==> config.mk <==
export PLATFORM = sky130hd
export DESIGN_NAME = uart_tx
export DESIGN_NICKNAME = d
export VERILOG_FILES = /design/src/rtl/uart_pkg.sv /design/src/rtl/uart_baud_cnt.sv /design/src/rtl/uart_tx.sv
export SDC_FILE = /design/constraint.sdc
export NUM_CORES = 1
export LEC_CHECK = 0
export ABC_AREA = 1
export CAP_MARGIN = 20
export CORE_ASPECT_RATIO = 1.5
export CORE_UTILIZATION = 35
export DETAILED_ROUTE_END_ITERATION = 7
export GPL_ROUTABILITY_DRIVEN = 1
export PLACE_DENSITY = 0.54
export RECOVER_POWER = 50
export SYNTH_ARGS = -nofsm -noshare
export SYNTH_HDL_FRONTEND = slang
export SYNTH_SLANG_ARGS = --single-unit
==> constraint.sdc <==
create_clock -name clk -period 2.1 [get_ports clk]
set_clock_uncertainty 0.05 [all_clocks]
set_input_delay 0.42 -clock clk [delete_from_list [all_inputs] [get_ports clk]]
set_output_delay 0.42 -clock clk [all_outputs]
set_load 0.02 [all_outputs]
==> src/rtl/uart_pkg.sv <==
// Shared UART definitions: state codes, default timing, parity helper.
// Used by uart_tx (optional parity via UART_TX_PARITY_EN) and the receiver.
package uart_pkg;

  localparam int DEFAULT_CLKS_PER_BIT = 868;
  localparam int DEFAULT_DATA_BITS = 8;

  typedef logic [2:0] state_t;

  localparam state_t IDLE   = 3'd0;
  localparam state_t START  = 3'd1;
  localparam state_t DATA   = 3'd2;
  localparam state_t PARITY = 3'd3;
  localparam state_t STOP   = 3'd4;

  // Even parity bit: makes the total count of ones even.
  function automatic logic even_parity(input logic [7:0] d);
    return ^d;
  endfunction

endpackage

==> src/rtl/uart_baud_cnt.sv <==
// Bit-period counter: counts 0..CLKS_PER_BIT-1, flags the last cycle.
// Part of uart_tx (UART_TX_PARITY_EN does not affect this block).
module uart_baud_cnt
  import uart_pkg::*;
#(
  parameter int CLKS_PER_BIT = DEFAULT_CLKS_PER_BIT
) (
  input  logic clk,
  input  logic rst,
  input  logic clr,
  output logic bit_done
);

  localparam int W = (CLKS_PER_BIT > 2) ? $clog2(CLKS_PER_BIT) : 1;
  localparam logic [W-1:0] LAST = W'(CLKS_PER_BIT - 1);

  logic [W-1:0] cnt;

  always_ff @(posedge clk or posedge rst) begin
    if (rst) begin
      cnt <= '0;
    end else if (clr) begin
      cnt <= '0;
    end else begin
      cnt <= cnt + W'(1);
    end
  end

  assign bit_done = (cnt == LAST);

endmodule

==> src/rtl/uart_tx.sv <==
// UART transmitter: start bit, LSB-first data, optional even parity, stop.
// Define UART_TX_PARITY_EN to insert the parity bit before the stop bit.
module uart_tx
  import uart_pkg::*;
#(
  parameter int CLKS_PER_BIT = DEFAULT_CLKS_PER_BIT,
  parameter int DATA_BITS = DEFAULT_DATA_BITS
) (
  input  logic                 clk,
  input  logic                 rst,
  input  logic [DATA_BITS-1:0] tx_data,
  input  logic                 tx_valid,
  output logic                 tx_ready,
  output logic                 tx,
  output logic                 busy
);

  localparam int BW = $clog2(DATA_BITS + 1);
  localparam logic [BW-1:0] LAST_BIT = BW'(DATA_BITS - 1);

  state_t               state;
  logic [DATA_BITS-1:0] shift_reg;
  logic [BW-1:0]        bit_cnt;
  logic                 bit_done;
  logic                 clr;
  logic                 line;
`ifdef UART_TX_PARITY_EN
  logic                 parity;
`endif

  assign tx_ready = (state == IDLE);
  assign busy = !tx_ready;
  // Counter held at zero while idle so each frame starts a fresh period.
  assign clr = tx_ready | bit_done;

  uart_baud_cnt #(
    .CLKS_PER_BIT(CLKS_PER_BIT)
  ) u_baud (
    .clk(clk),
    .rst(rst),
    .clr(clr),
    .bit_done(bit_done)
  );

  always_comb begin
    line = 1'b1;
    case (state)
      IDLE:   line = 1'b1;
      START:  line = 1'b0;
      DATA:   line = shift_reg[0];
`ifdef UART_TX_PARITY_EN
      PARITY: line = parity;
`endif
      STOP:   line = 1'b1;
      default: line = 1'b1;
    endcase
  end

  always_ff @(posedge clk or posedge rst) begin
    if (rst) begin
      state     <= IDLE;
      shift_reg <= '0;
      bit_cnt   <= '0;
      tx        <= 1'b1;
`ifdef UART_TX_PARITY_EN
      parity    <= 1'b0;
`endif
    end else begin
      tx <= line;
      case (state)
        IDLE: begin
          if (tx_valid) begin
            shift_reg <= tx_data;
`ifdef UART_TX_PARITY_EN
            parity    <= even_parity(8'(tx_data));
`endif
            state     <= START;
          end
        end
        START: begin
          if (bit_done) state <= DATA;
        end
        DATA: begin
          if (bit_done) begin
            shift_reg <= shift_reg >> 1;
            if (bit_cnt == LAST_BIT) begin
              bit_cnt <= '0;
`ifdef UART_TX_PARITY_EN
              state   <= PARITY;
`else
              state   <= STOP;
`endif
            end else begin
              bit_cnt <= bit_cnt + BW'(1);
            end
          end
        end
`ifdef UART_TX_PARITY_EN
        PARITY: begin
          if (bit_done) state <= STOP;
        end
`endif
        STOP: begin
          if (bit_done) state <= IDLE;
        end
        default: state <= IDLE;
      endcase
    end
  end

endmodule

==> flow_summary.toml <==
[yosys]
post-synth-top-count-cell = "nand2_1"
yosysUniqueCellTypes = 24
synth_enable_flop_cells = 0
syn_inst = 179
synth_common_cells = "nand2_1 (62), dfrtp_1 (25), nand3_1 (21), nor2_1 (18), inv_1 (14)"
ys_async_sr_fraction = 1.00
yosys-top-cells-area = "dfrtp_1 (44%), nand2_1 (16%), nand3_1 (7.4%), nor2_1 (4.8%), inv_1 (3.7%)"
syn_avg_cell_area_um2 = 7.92
ys_seq_area_frac = 0.460
synth_ff_type = "dfrtp_1"
netlist_area_mm2 = 0.00142
synth-warning-count = 0
yosysTopAreaCellShare = 0.441
synth-seq-cells = 26
synth_top_area_cell = "dfrtp_1"
synthesis.nets = 192

[cells_and_area]
layout-drive-gt1-share = 0.0974
finalInstanceArea_mm2 = 0.00163
largest_reg_flops = 10
nets = 209
fin_cells = 240
area_growth_pct = 15.0
diodes = 0
num-fill-cells = 408

[drt]
drt-initial-drc-count = 30
ant_nets = 0
drc_errors = 0
vias = 1188
drt-vias-per-instance = 4.95
wl_per_cell_um = 12.6
drt-pass1-iter-count = 6
wirelength_um = 3020

[power_and_ir_drop]
powerDensity_mw_per_mm2 = 1070
swShare = 0.409
peakVddDrop_v = 0.000473
p_leak_uw = 0.000807
internal_power_uw = 1030
comb_power_share = 0.404
clock_power_share = 0.168
power_frac_seq = 0.427
switchingPower_uw = 714

[critical_path]
crit_buf_inv = 2
critPathMaxStageDelay_ns = 0.44
critical_path.top_delay_family = "buffers and inverters"
cp.arrival_ns = 1.47
worstSetupPathType = "reg -> out"
cp-start-kind = "register"
end_kind = "primary output"
reg2reg_from = "state[2]"
timing.rr.end = "state[2]"
reg2reg_slack_ns = 0.30
cp_data_required_time_ns = 1.63
worst_r2r_path_depth = 7
worstSetupStartpoint = "state[2]"
cp_max_fo = 5
crit_slowest_cell = "dfrtp_1"
crit_chain = "nor2_2, nand2_1, inv_1, dlygate4sd2_1"

[placed_design]
dp_cells = 236
dp_hpwl_um = 2180
place_ws_ns = 0.184
place.gp.congestion = 0.814
place_area_mm2 = 0.00159
port_buffers = 13

[floorplanning]
num_rows = 28
die_area_mm2 = 0.00431
die_w_um = 54.0
io_pins = 14
die_h_um = 79.9
core_area_mm2 = 0.00392
start_util = 0.361

[sta]
hold_violations = 0
maxSlewViolCount = 0
report.final.setup_viol = 0
fin_ws_ns = 0.164
rsz0062_at_grt = "false"
timing.final.crit_share = 0.922
maxSlewHeadroom = 0.557
timing.fmax_mhz = 516
tightest_slew_ns = 0.664
period_minus_slack_ns = 1.94
setup-tns-final_ns = 0

[clocking]
cts_hold_buf = 0
clk_pin_slew_worst_paths_ns = 0.09
cts_tree = "built"
cts-root-buf = "clkbuf_8"
cts_buffer_depth = 2
cts_buffers = 3
cts.sinks = 26
cts_resized = 1
insertion_delay_ns = 0.27
cts_setup_buffers = 0
htreeDepth = 1

[min_path]
worstHoldStart = "shift_reg[2]"
holdPathEnd = "shift_reg[2]"
hp-class = "reg -> reg"
holdPathStages = 2

[grt]
first_global_vias = 1135
grt_max_degree = 27
grt-ovfl-total = 0
antenna_found_initial = 0
grt_pass1_wl_um = 4980
grt.total_usage = 0.162

[status]
run_status = "finished, final reports clean"

[flow_run]
drv_cap = 0
==> power groups by stage <==
stage / Clock, µW / Combinational (µW) / Sequential (µW)
CTS: 306 / 721 / 749
global route: 327 / 801 / 766
global placement: 0 / 708 / 752
finish: 294 / 707 / 747
detailed placement: 0 / 724 / 759
floorplan: 0 / 527 / 747
==> worst register-to-register path: stages, from the launching register on <==
cell     delay [ns]
dfrtp_1        0.44
nor2_2         0.13
nand2_1        0.32
inv_4          0.25
nand4_4        0.24
inv_1          0.15
nand2_1        0.09
nand2_1        0.08
==> final cells by class <==
cell class	count	area (µm²)	share of cell area
timing repair buffer	14	136	0.0837
inverter	15	58.8	0.0361
clock buffer	4	45.0	0.0276
tap	45	56.3	0.0345
multi-input combinational	136	682	0.418
sequential	26	652	0.400
==> how the worst max path moves through the flow <==
stage / to / cells after the start
finish: tx_ready / 4
global route: tx_ready / 4
CTS: busy / 3
detailed placement: tx_ready / 4
global placement: tx_ready / 4
floorplan: tx_ready / 3
==> per-layer routing <==
| layer | up-vias | wire [µm] | track usage |
|---|---|---|---|
| met1 | 561 | 1310 | 0.179 |
| met3 | 5 | 82 | 0.0229 |
| met4 | 0 | 55 | 0.0711 |
| li1 | 600 | - | - |
| met2 | 22 | 1570 | 0.289 |
| met5 | - | 0 | 0 |
==> per-stage QoR <==
step	power (µW)	utilization	hold WS, ns
after CTS	1780	0.416	0.458
final	1750	0.415	0.453
after floorplan	1270	-	0.409
after detailed placement	1480	0.405	0.438
after global routing	1890	0.415	0.479
after global placement	1460	0.405	0.431
==> layout by cell type, fill, tap and decap left out, types with 2 or more instances in the layout <==
cell type        netlist  routed
nand2_1               62      63
dfrtp_1               25      25
nand3_1               21      21
nor2_1                18      18
inv_1                 14      14
clkdlybuf4s50_1        0      10
nor3_1                 6       6
nand2_2                5       4
nor2_4                 4       4
o21ai_0                3       3
clkbuf_8               0       3
nor2_2                 2       2
xnor2_1                2       2
a21oi_1                2       2
nand4_1                2       2
ha_1                   2       2
==> cell families after synthesis <==
group,synth area share
and+or+nand+nor,0.418
DFF,0.460
buffers and inverters,0.0574
AOI/OAI and AO/OA,0.0282
xor gates and xnor gates,0.0185
adders and majority gates,0.0176
Note: power is estimated with default switching activity, not from simulation.
